[config.mk]
export PLATFORM = sky130hd
export DESIGN_NAME = actor_token_arbiter
export DESIGN_NICKNAME = d
export VERILOG_FILES = /design/src/rtl/actor_token_arbiter.sv
export SDC_FILE = /design/constraint.sdc
export NUM_CORES = 1
export LEC_CHECK = 0
export BUFFER_PORTS_ARGS = -buffer_cell sky130_fd_sc_hd__buf_4
export CORE_MARGIN = 8
export CORE_UTILIZATION = 45
export DETAILED_ROUTE_END_ITERATION = 10
export GPL_TIMING_DRIVEN = 0
export PLACE_DENSITY = 0.93
export SYNTH_ARGS = -nofsm -noshare
export SYNTH_HDL_FRONTEND = slang
export SYNTH_SLANG_ARGS = --single-unit
[constraint.sdc]
create_clock -name CLK -period 2.9 [get_ports CLK]
set_input_delay 0.725 -clock CLK [delete_from_list [all_inputs] [get_ports CLK]]
set_output_delay 0.725 -clock CLK [all_outputs]
set_load 0.005 [all_outputs]
[src/rtl/actor_token_arbiter.sv]
// actor_token_arbiter
//  Merges the SEND/RDY/ACK token ports of NUM_SRC dataflow actors onto one
//  consumer port. Each source has a one-token holding register. Arbitration
//  moves one held token per cycle into a registered output stage.
//  Build option: TOKEN_ARB_FIXED_PRIO_EN
//   defined   -> fixed priority, the lowest pending index always wins.
//   undefined -> round-robin starting after the last granted source.
//  Ports and latency are the same in both modes.
`timescale 1ns/1ps
module actor_token_arbiter #(
   parameter int NUM_SRC = 2,
   parameter int DATA_W  = 8,
   parameter int CNT_W   = 16,
   parameter int SRC_W   = (NUM_SRC > 1) ? $clog2(NUM_SRC) : 1
) (
   input  logic                        CLK,
   input  logic                        RESET,
   input  logic [NUM_SRC-1:0]          src_SEND,
   input  logic [NUM_SRC*DATA_W-1:0]   src_DATA,
   input  logic [NUM_SRC*CNT_W-1:0]    src_COUNT,
   output logic [NUM_SRC-1:0]          src_RDY,
   output logic [NUM_SRC-1:0]          src_ACK,
   output logic                        dst_SEND,
   output logic [DATA_W-1:0]           dst_DATA,
   output logic [CNT_W-1:0]            dst_COUNT,
   output logic [SRC_W-1:0]            dst_SRC,
   input  logic                        dst_RDY
);

   // Holding registers, one token per source
   logic [NUM_SRC-1:0] hv_q, hv_d;
   logic [DATA_W-1:0]  hd_q [NUM_SRC];
   logic [DATA_W-1:0]  hd_d [NUM_SRC];
   logic [NUM_SRC-1:0] ack_q, ack_d;

   // Output stage
   logic               ov_q, ov_d;
   logic [DATA_W-1:0]  od_q, od_d;
   logic [SRC_W-1:0]   osrc_q, osrc_d;

`ifndef TOKEN_ARB_FIXED_PRIO_EN
   // Round-robin start position: one past the last granted source
   logic [SRC_W-1:0]   ptr_q, ptr_d;
`endif

   logic [NUM_SRC-1:0] cap_s;
   logic [NUM_SRC-1:0] gnt_oh_s;
   logic               gnt_vld_s;
   logic [SRC_W-1:0]   gnt_idx_s;
   logic               free_s;
   logic               grant_s;

   // Every accepted SEND is exactly one token, so COUNT carries no information
   logic               unused_cnt_s;
   assign unused_cnt_s = ^src_COUNT;

   // Select the pending holding register that wins the output stage
   always_comb begin : arb_pick
`ifndef TOKEN_ARB_FIXED_PRIO_EN
      logic [SRC_W:0]   sum_v;
      logic [SRC_W-1:0] idx_v;
`endif
      gnt_vld_s = 1'b0;
      gnt_idx_s = {SRC_W{1'b0}};
`ifdef TOKEN_ARB_FIXED_PRIO_EN
      for (int k = 0; k < NUM_SRC; k++) begin
         if (!gnt_vld_s && hv_q[k]) begin
            gnt_vld_s = 1'b1;
            gnt_idx_s = SRC_W'(k);
         end else begin
            gnt_vld_s = gnt_vld_s;
         end
      end
`else
      sum_v = {(SRC_W+1){1'b0}};
      idx_v = {SRC_W{1'b0}};
      for (int k = 0; k < NUM_SRC; k++) begin
         // Candidate index (ptr + k) mod NUM_SRC without a divider
         sum_v = {1'b0, ptr_q} + (SRC_W+1)'(k);
         idx_v = (sum_v >= (SRC_W+1)'(NUM_SRC)) ?
                 SRC_W'(sum_v - (SRC_W+1)'(NUM_SRC)) : sum_v[SRC_W-1:0];
         if (!gnt_vld_s && hv_q[idx_v]) begin
            gnt_vld_s = 1'b1;
            gnt_idx_s = idx_v;
         end else begin
            gnt_vld_s = gnt_vld_s;
         end
      end
`endif
   end

   // Next-state for capture, grant and the output stage
   always_comb begin : next_state
      free_s   = ~ov_q | dst_RDY;
      grant_s  = free_s & gnt_vld_s;
      // A source can only be captured while its register is empty, so a
      // capture and a grant never target the same index on one edge
      cap_s    = src_SEND & ~hv_q;
      gnt_oh_s = grant_s ? (NUM_SRC'(1) << gnt_idx_s) : {NUM_SRC{1'b0}};
      hv_d     = (hv_q & ~gnt_oh_s) | cap_s;
      ack_d    = cap_s;
      for (int i = 0; i < NUM_SRC; i++) begin
         hd_d[i] = cap_s[i] ? src_DATA[i*DATA_W +: DATA_W] : hd_q[i];
      end

      ov_d   = ov_q;
      od_d   = od_q;
      osrc_d = osrc_q;
      if (grant_s) begin
         ov_d   = 1'b1;
         od_d   = hd_q[gnt_idx_s];
         osrc_d = gnt_idx_s;
      end else if (free_s) begin
         // Drained with nothing pending: data and source id keep last values
         ov_d   = 1'b0;
      end else begin
         // Stalled by the consumer: hold the token stable
         ov_d   = ov_q;
      end

`ifndef TOKEN_ARB_FIXED_PRIO_EN
      if (grant_s) begin
         ptr_d = (gnt_idx_s == SRC_W'(NUM_SRC-1)) ? {SRC_W{1'b0}} : gnt_idx_s + SRC_W'(1);
      end else begin
         ptr_d = ptr_q;
      end
`endif
   end

   // State registers; reset drops any in-flight tokens without ACK
   always_ff @(posedge CLK or posedge RESET) begin
      if (RESET) begin
         hv_q   <= {NUM_SRC{1'b0}};
         ack_q  <= {NUM_SRC{1'b0}};
         ov_q   <= 1'b0;
         od_q   <= {DATA_W{1'b0}};
         osrc_q <= {SRC_W{1'b0}};
         for (int i = 0; i < NUM_SRC; i++) begin
            hd_q[i] <= {DATA_W{1'b0}};
         end
`ifndef TOKEN_ARB_FIXED_PRIO_EN
         ptr_q  <= {SRC_W{1'b0}};
`endif
      end else begin
         hv_q   <= hv_d;
         ack_q  <= ack_d;
         ov_q   <= ov_d;
         od_q   <= od_d;
         osrc_q <= osrc_d;
         for (int i = 0; i < NUM_SRC; i++) begin
            hd_q[i] <= hd_d[i];
         end
`ifndef TOKEN_ARB_FIXED_PRIO_EN
         ptr_q  <= ptr_d;
`endif
      end
   end

   // All outputs come straight from flops; RDY has no path from dst_RDY
   assign src_RDY   = ~hv_q;
   assign src_ACK   = ack_q;
   assign dst_SEND  = ov_q;
   assign dst_DATA  = od_q;
   assign dst_SRC   = osrc_q;
   assign dst_COUNT = CNT_W'(ov_q);

endmodule

; ---- Word level (Yosys, flattened, before mapping)
; Cells that the tools add are included.
[word_totals]
ff_bits = 31
in_bits = 53
output_inout_bits = 30
word_cells = 47
[op_classes]
n_addsub = 4
magnitude_cmp = 5
n_shift = 1
mux = 17
bitwise = 9
reduce_logical = 3
[op_table]
columns = operator, count
row1 = 8-bit 2-to-1 mux, 3
row2 = 1-bit 2-to-1 mux, 13
row3 = 2-bit AND, 2
row4 = 2-bit greater-or-equal comparator (second input constant), 2
row5 = 1-bit by 2-bit less-than comparator with 1-bit output (second input constant), 2
row6 = 2-bit inverter, 2
row7 = 1-bit by 1-bit adder with 2-bit output (second input constant), 1
row8 = 1-bit by 2-bit greater-or-equal comparator with 1-bit output (second input constant), 1
row9 = 2-bit 2-to-1 mux, 1
row10 = 1-bit inverter with 2-bit output, 1
row11 = 2-bit bitwise OR, 1
row12 = 2-bit nonzero test, 1
row13 = 1-bit by 1-bit left shift with 2-bit output (first input constant), 1
row14 = 1-bit subtractor (second input constant), 2
row15 = 1-bit adder (second input constant), 1
row16 = 1-bit AND, 1
row17 = 1-bit logical AND, 1
row18 = 1-bit logical NOT, 1
row19 = 1-bit inverter, 1
row20 = 1-bit bitwise OR, 1

; ---- Longest topological paths before layout
; Gate-level depths: netlist (run 1).
[logic_depth]
word_depth = 13
ltp_mapped = 4
ltp_nobuf = 3

; ---- Worst setup path before layout (run 1)
; No wires, ideal clock.
[synth_timing]
path_type = input-to-reg
start = input dst_RDY
end = register od_q[0] (netlist: dst_DATA[0])
setup_ps = 126
t_arrival_ps = 1459
required_time_ps = 2774
setup_slack_ps = 1314
cell_stages = 4
path_buffers = 1
cell_sequence = nand2b_1 clkbuf_1 and3_1 a221o_1
[synth_between]
elab_chain_len = 2
[synth_lines]
columns = item, line_no
row1 = start: declaration, 27  ; input logic dst_RDY
row2 = 1-bit bitwise OR, 94  ; free_s = ~ov_q | dst_RDY;
row3 = 1-bit AND, 95  ; grant_s = free_s & gnt_vld_s;
row4 = end signal: assignment, 136  ; od_q <= {DATA_W{1'b0}};
row5 = end: declaration, 38  ; logic [DATA_W-1:0] od_q, od_d;
; No other way between the ends.
; A chain may end at the register's enable or synchronous reset.

; ---- Worst setup path after layout (run 1)
[layout_timing]
start = register hv_q[1]
end = output src_RDY[1]
[layout_between]
elab_chain_len = 1
[layout_lines]
columns = item, line_no
row1 = start: declaration, 31  ; logic [NUM_SRC-1:0] hv_q, hv_d;
row2 = start signal: assignment, 133  ; hv_q <= {NUM_SRC{1'b0}};
row3 = start signal: assignment, 145  ; hv_q <= hv_d;
row4 = 2-bit inverter, 160  ; assign src_RDY = ~hv_q;
row5 = end: declaration, 21  ; output logic [NUM_SRC-1:0] src_RDY,
; No other way between the ends.

==> flow_summary_export.csv, run 1 <==
group,metric,value,unit
clock_tree,cts.sinks,31,
floorplan,core_area,2781,um^2
grt,antenna_found_initial,0,
pwr,clkPwrFrac,20.4,%
timing,clock.fmax,0.5761,GHz
worst_setup_path,cpMaxStageDelayCell,"dfrtp_1",
routing,final_antenna_net_count,0,
clock_tree,cts_tree,"done",
grt,grt_start_max_net_pins,32,
floorplan,die_y,70.27,um
timing,min_period,1.736,ns
routing,drc,0,
finish,final_core_util,63.47,%
floorplan,core.rowCount,19,
routing,viasPerCell,4.910,
timing,finalSetupTns,0,ns
synth,ys_ff_latch,31,
clock_tree,cts_resized,0,
clock_tree,clkLatencyLatePin,0.33,ns
run,cap_violations,0,
grt,overflow,0,
pwr,swShare,29.50,%
worst_setup_path,crit_arrival,1.01,ns
routing,vias,923,
hold_path,worst_hold_path_type,"flip-flop to flip-flop",
synth,yosysSeqAreaShare,58.55,%
routing,routed_wl,2833,um
routing,drt_first_pass_iters,4,
worst_setup_path,path_class,"flip-flop to output pin",
place,place.gp.congestion,0.7773,
timing,hold_viol,0,
finish,area_delta_synth_final,33.24,%
worst_setup_path,cp_num_buf_inv,2,
pwr,ir_drop,663.6,uV
clock_tree,cts.path.max_buffers,2,
pwr,intPower,1.218,mW
pwr,seq_power_share,44.3,%
synth,avgSynthCellArea,13.25,um^2
timing,slew_viol_final,0,
pwr,p_sw,0.5099,mW
outcome,status,"completed",
worst_setup_path,path_cells,"inv_1 -> buf_4",
routing,drt-initial-drc-count,25,
floorplan,die_x,70.27,um
floorplan,start_util,47.64,%
timing,relSlewSlack,24.47,%
pwr,p_per_area,978.9,nW/um^2
grt,grt_usage,12.48,%
synth,synth_warnings,0,
worst_setup_path,worstSetupStartpoint,"hv_q[1]$_DFF_PP0_",
finish,final_nets,209,
worst_setup_path,crit_path_max_incr_delay,0.45,ns
synth,synth_cell_types,20,
place,hpwl,2169,um
worst_setup_path,critPathRequiredTime,2.17,ns
clock_tree,clk_pin_slew,0.10,ns
finish,drive_above_1_share,50.96,%
timing,clock_skew,0.01092,ns
clock_tree,cts_made_buffers,5,
worst_setup_path,critPathTopFamily,"flip-flops",
pwr,comb_power_share,35.3,%
timing,rsz0062_at_grt,"false",
timing,finalCritPeriodShare,59.85,%
worst_setup_path,r2r_start,"hv_q[1]$_DFF_PP0_",
clock_tree,clockRootBuffer,"clkbuf_4",
clock_tree,post_cts_buffers,0,
worst_setup_path,crit_fanout,6,
clock_tree,ctsHoldBuffers,0,
timing,tightest_slew,1.132,ns
clock_tree,htreeDepth,2,
floorplan,io_pins,83,
worst_setup_path,start_kind,"flip-flop",
finish,antennaDiodeCount,0,
place,port_buffers,35,
timing,setup_viol,0,
grt,grt_pass1_vias,1061,
synth,syn_inst,100,
pwr,power.leakage,0.9326,nW
floorplan,dieArea,4937,um^2
grt,grt_pass1_wl,4912,um
synth,syn-cell-area,1325,um^2
hold_path,min_from,"hd_q[4]$_DFFE_PP0P_",
routing,wl_per_cell,15.07,um
worst_setup_path,cp-end-kind,"output pin",
power by group through the flow:
stage	clock [mW]	sequential [mW]	combinational [mW]
finish	0.353	0.766	0.610
global route	0.382	0.794	0.672
CTS	0.360	0.768	0.620
detailed placement	0	0.775	0.621
global placement	0	0.760	0.597
floorplan	0	0.749	0.383
layer usage:
metal  vias up  track usage [%]  share of wire (%)
met3         4            8.333                 10
li1        437                -                  -
met4         0            5.580               0.67
met2        41            19.82                 49
met5         -                0                  0
met1       441            12.36                 40
path summary, 6_finish.rpt:
check,cells past startpoint,end,slack [ns]
min,1,dst_DATA[4]$_DFFE_PP0N_,0.51
max reg2reg,2,dst_DATA[0]$_DFFE_PP0N_,1.53
max,2,src_RDY[1],1.16
min reg2reg,1,dst_DATA[4]$_DFFE_PP0N_,0.51
min in group asynchronous,2,dst_DATA[0]$_DFFE_PP0N_,0.69
max in group asynchronous,2,hd_q[14]$_DFFE_PP0P_,1.53
kinds of logic after synthesis:
group | share of synthesized area [%]
AOI/OAI and AO/OA | 9.820
buffers and inverters | 11.33
DFF | 58.55
muxes | 13.60
other | 0.2830
and+or+nand+nor | 6.421
worst register-to-register path, cell delays in order, from the launching register on:
cell	delay, ns
dfrtp_1	0.45
o21ai_1	0.59
a221o_1	0.27
layout make-up:
class	count	area [um^2]
repair buffers	35	262.8
flip-flops and latches	31	775.7
clock inverters	2	35.03
clock buffers	6	51.30
fillers	222	1016
well taps	31	38.79
plain buffers	20	138.9
inverters	3	11.26
multi-input cells	60	451.7
metrics by stage:
step	setup WS [ns]	power [mW]	hold WS, ns	cell area, um^2	instances
6_report	1.164	1.728	0.5053	1765	188
2_1_floorplan	1.314	1.132	0.4722	1378	114
3_5_place_dp	1.057	1.396	0.4867	1679	180
5_1_grt	1.087	1.848	0.5331	1765	188
3_3_place_gp	1.095	1.356	0.4652	1679	180
4_1_cts	1.145	1.747	0.5105	1765	188
cells in the mapped netlist, drive strengths merged:
library cell	instances	area share, %
mux2	16	14
o21ai	1	0.38
inv	3	0.85
a21boi	1	0.85
nor2b	2	0.94
clkbuf	1	0.28
a21o	2	1.1
nand3	1	0.38
nand2b	1	0.47
nand2	1	0.28
dfrtp	31	59
buf	19	10
a221o	8	6.0
and3	8	3.8
conb	1	0.28
nor2	2	0.57
a22o	1	0.66
o211a	1	0.76
sequential cells by signal, summed over array words and instances (netlist names):
signal and count:
dst_DATA 8, dst_SEND 1, dst_SRC 1, hd_q 16
hv_q 2, ptr_q 1, src_ACK 2
cell usage in the layout (no fill, tap or decap):
cell type | netlist | layout
buf_4 | 16 | 51
dfrtp_1 | 31 | 31
mux2_2 | 16 | 16
conb_1 | 1 | 15
and3_1 | 8 | 8
a221o_1 | 8 | 8
clkbuf_4 | 0 | 5
buf_2 | 3 | 3
nor2b_1 | 2 | 2
a21o_1 | 2 | 2
inv_1 | 2 | 2
nor2_1 | 2 | 2
nand2b_1 | 1 | 1
o21ai_1 | 1 | 1
inv_2 | 1 | 1
o211a_1 | 1 | 1
clkbuf_1 | 1 | 1
a21boi_2 | 1 | 1
nand2_1 | 1 | 1
a22o_1 | 1 | 1
nand3_1 | 1 | 1
bufinv_16 | 0 | 1
clkbuf_8 | 0 | 1
clkinv_2 | 0 | 1
Power figures use the tool's default switching activity.
==> run 2: changes to the inputs <==
--- a/config.mk
+++ b/config.mk
@@ -7,10 +7,10 @@
 export LEC_CHECK = 0
 export BUFFER_PORTS_ARGS = -buffer_cell sky130_fd_sc_hd__buf_4
 export CORE_MARGIN = 8
-export CORE_UTILIZATION = 45
+export CORE_UTILIZATION = 38
 export DETAILED_ROUTE_END_ITERATION = 10
 export GPL_TIMING_DRIVEN = 0
-export PLACE_DENSITY = 0.93
+export PLACE_DENSITY = 0.84
 export SYNTH_ARGS = -nofsm -noshare
 export SYNTH_HDL_FRONTEND = slang
 export SYNTH_SLANG_ARGS = --single-unit
==> constraint.sdc (replaced) <==
create_clock -name CLK -period 1.55 [get_ports CLK]
set_input_delay 0.3875 -clock CLK [delete_from_list [all_inputs] [get_ports CLK]]
set_output_delay 0.3875 -clock CLK [all_outputs]
set_load 0.005 [all_outputs]
==> run 2 against run 1 <==
Flip-flop and latch count did not move; non-clock buffer count did not move; final area grew 1.3%; clock skew is essentially flat; register-to-register slack got worse by 1.3 ns; sequential power up 88%; via count fell by 1.8%; first-iteration DRC count increased by 4.0%.
==> flow_summary_export.csv, run 2 (same netlist as run 1, synthesis figures left out) <==
group,metric,value,unit
finish,drive_above_1_share,51.59,%
grt,grt_pass1_wl,4802,um
finish,stdcell_count,203,
grt,overflow,0,
worst_setup_path,crit_arrival,1.04,ns
floorplan,dieArea,5633,um^2
floorplan,start_util,39.71,%
timing,slew_viol_final,0,
floorplan,io_pins,83,
pwr,seq_power_share,43.9,%
finish,antennaDiodeCount,0,
worst_setup_path,cp-end-kind,"output pin",
routing,wl_per_cell,14.97,um
clock_tree,cts.path.max_buffers,2,
pwr,intPower,2.283,mW
worst_setup_path,worst_r2r_endpoint,"dst_DATA[4]$_DFFE_PP0N_",
routing,drt-initial-drc-count,26,
finish,multiInputGateArea,455.4,um^2
routing,viasPerCell,4.463,
finish,final_cell_mix,"51 x buf_4, 31 x dfrtp_1, 16 x mux2_2",
worst_setup_path,path_class,"flip-flop to output pin",
worst_setup_path,cp.depth,2,
grt,antenna_found_initial,0,
timing,finalCritPeriodShare,92.32,%
floorplan,core.rowCount,21,
timing,hold_viol,0,
clock_tree,htreeDepth,2,
finish,final_core_util,53.58,%
place,port_buffers,35,
grt,grt_usage,11.67,%
worst_setup_path,worstSetupStartpoint,"hv_q[1]$_DFF_PP0_",
worst_setup_path,cp_num_buf_inv,2,
timing,holdWs,0.2783,ns
clock_tree,cts_made_buffers,5,
worst_setup_path,r2r_cells,4,
timing,clock.fmax,0.6988,GHz
worst_setup_path,critPathTopFamily,"flip-flops",
grt,grt_pass1_vias,1029,
finish,largest_reg_flops,16,
finish,area_delta_synth_final,34.94,%
timing,tightest_slew,1.154,ns
floorplan,die_x,75.05,um
worst_setup_path,endpoint,"src_RDY[1]",
floorplan,core_area,3337,um^2
worst_setup_path,path_cells,"inv_1 -> buf_4",
clock_tree,ctsHoldBuffers,0,
run,cap_violations,0,
clock_tree,cts_tree,"done",
worst_setup_path,critPathRequiredTime,1.16,ns
routing,final_antenna_net_count,0,
worst_setup_path,crit_fanout,6,
clock_tree,clockRootBuffer,"clkbuf_4",
pwr,power.leakage,0.9338,nW
place,place.gp.congestion,0.7439,
timing,finalSetupTns,0,ns
worst_setup_path,cpMaxStageDelayCell,"dfrtp_1",
clock_tree,clk_pin_slew,0.10,ns
pwr,p_sw,0.9953,mW
finish,final_nets,209,
finish,fillers,313,
clock_tree,cts.sinks,31,
pwr,ir_drop,1128,uV
hold_path,worst_hold_path_type,"primary input to flip-flop",
pwr,swShare,30.36,%
grt,grt_start_max_net_pins,32,
place,dp.cells,195,
place,hpwl,2305,um
outcome,status,"completed",
pwr,p_per_area,1834,nW/um^2
timing,setup_viol,0,
worst_setup_path,crit_path_max_incr_delay,0.48,ns
timing,relSlewSlack,22.98,%
worst_setup_path,start_kind,"flip-flop",
routing,vias,906,
routing,drc,0,
routing,routed_wl,3038,um
clock_tree,clkLatencyLatePin,0.33,ns
worst_setup_path,r2r_start,"hv_q[0]$_DFF_PP0_",
finish,final_common_cell,"buf_4",
timing,clock_skew,0.01061,ns
finish,regMostFlops,"hd_q",
timing,rsz0062_at_grt,"false",
pwr,clkPwrFrac,20.3,%
floorplan,die_y,75.05,um
worst_setup_path,ff2ff_setup_slack,0.19,ns
timing,min_period,1.431,ns
finish,seq_area,775.7,um^2
pwr,comb_power_share,35.8,%
routing,drt_first_pass_iters,4,
run 2: routing by layer:
metal	vias to the layer above	track usage, %	part of all wire, %
met5	-	0	0
met1	423	12.36	39
met4	0	5.217	1.1
met3	3	6.791	15
met2	46	18.33	45
li1	434	-	-
run 2: worst min-delay path by stage:
stage / from / to / cells after the start
5_1_grt: src_DATA[11] / hd_q[3]$_DFFE_PP0P_ / 2
6_report: src_SEND[1] / hv_q[1]$_DFF_PP0_ / 3
2_1_floorplan: hd_q[10]$_DFFE_PP0P_ / hd_q[10]$_DFFE_PP0P_ / 1
3_5_place_dp: dst_SRC$_DFFE_PP0N_ / dst_SRC$_DFFE_PP0N_ / 1
4_1_cts: src_DATA[11] / hd_q[3]$_DFFE_PP0P_ / 2
3_3_place_gp: dst_SRC$_DFFE_PP0N_ / dst_SRC$_DFFE_PP0N_ / 1
run 2: stage by stage:
step / worst slack [ns] / instance area (um^2) / power (mW)
floorplan: 0.3020 / 1378 / 2.117
global placement: 0.07228 / 1698 / 2.548
detailed placement: 0.03320 / 1698 / 2.651
CTS: 0.07706 / 1784 / 3.317
global route: 0.04422 / 1788 / 3.510
finish: 0.1190 / 1788 / 3.278
run 2: worst register-to-register path: cells and delay by family, from the launching register on:
family | cells | cell delay (ns)
AO/OA/AOI/OAI | 2 | 0.54
buffers and inverters | 2 | 0.26
flip-flops | 1 | 0.45
run 2: power groups by stage:
| stage | logic (mW) | clock network (mW) | registers, mW |
|---|---|---|---|
| finish | 1.17 | 0.666 | 1.44 |
| global route | 1.30 | 0.716 | 1.49 |
| CTS | 1.19 | 0.685 | 1.44 |
| detailed placement | 1.20 | 0 | 1.45 |
| global placement | 1.13 | 0 | 1.42 |
| floorplan | 0.717 | 0 | 1.40 |
run 2: layout make-up:
cell class              instances  share of cell area [%]
multi-input cells              60                   25.47
inverters                       3                  0.6298
flip-flops and latches         31                   43.39
repair buffers                 35                   14.70
clock buffers                   6                   2.869
clock inverters                 2                   1.959
well taps                      46                   3.219
plain buffers                  20                   7.768
run 2: what timing repair did:
item / 4_1_cts / 5_1_grt
resized for setup: 0 / 1
setup buffers: 0 / 0
endpoints found under the setup margin: 0 / 8
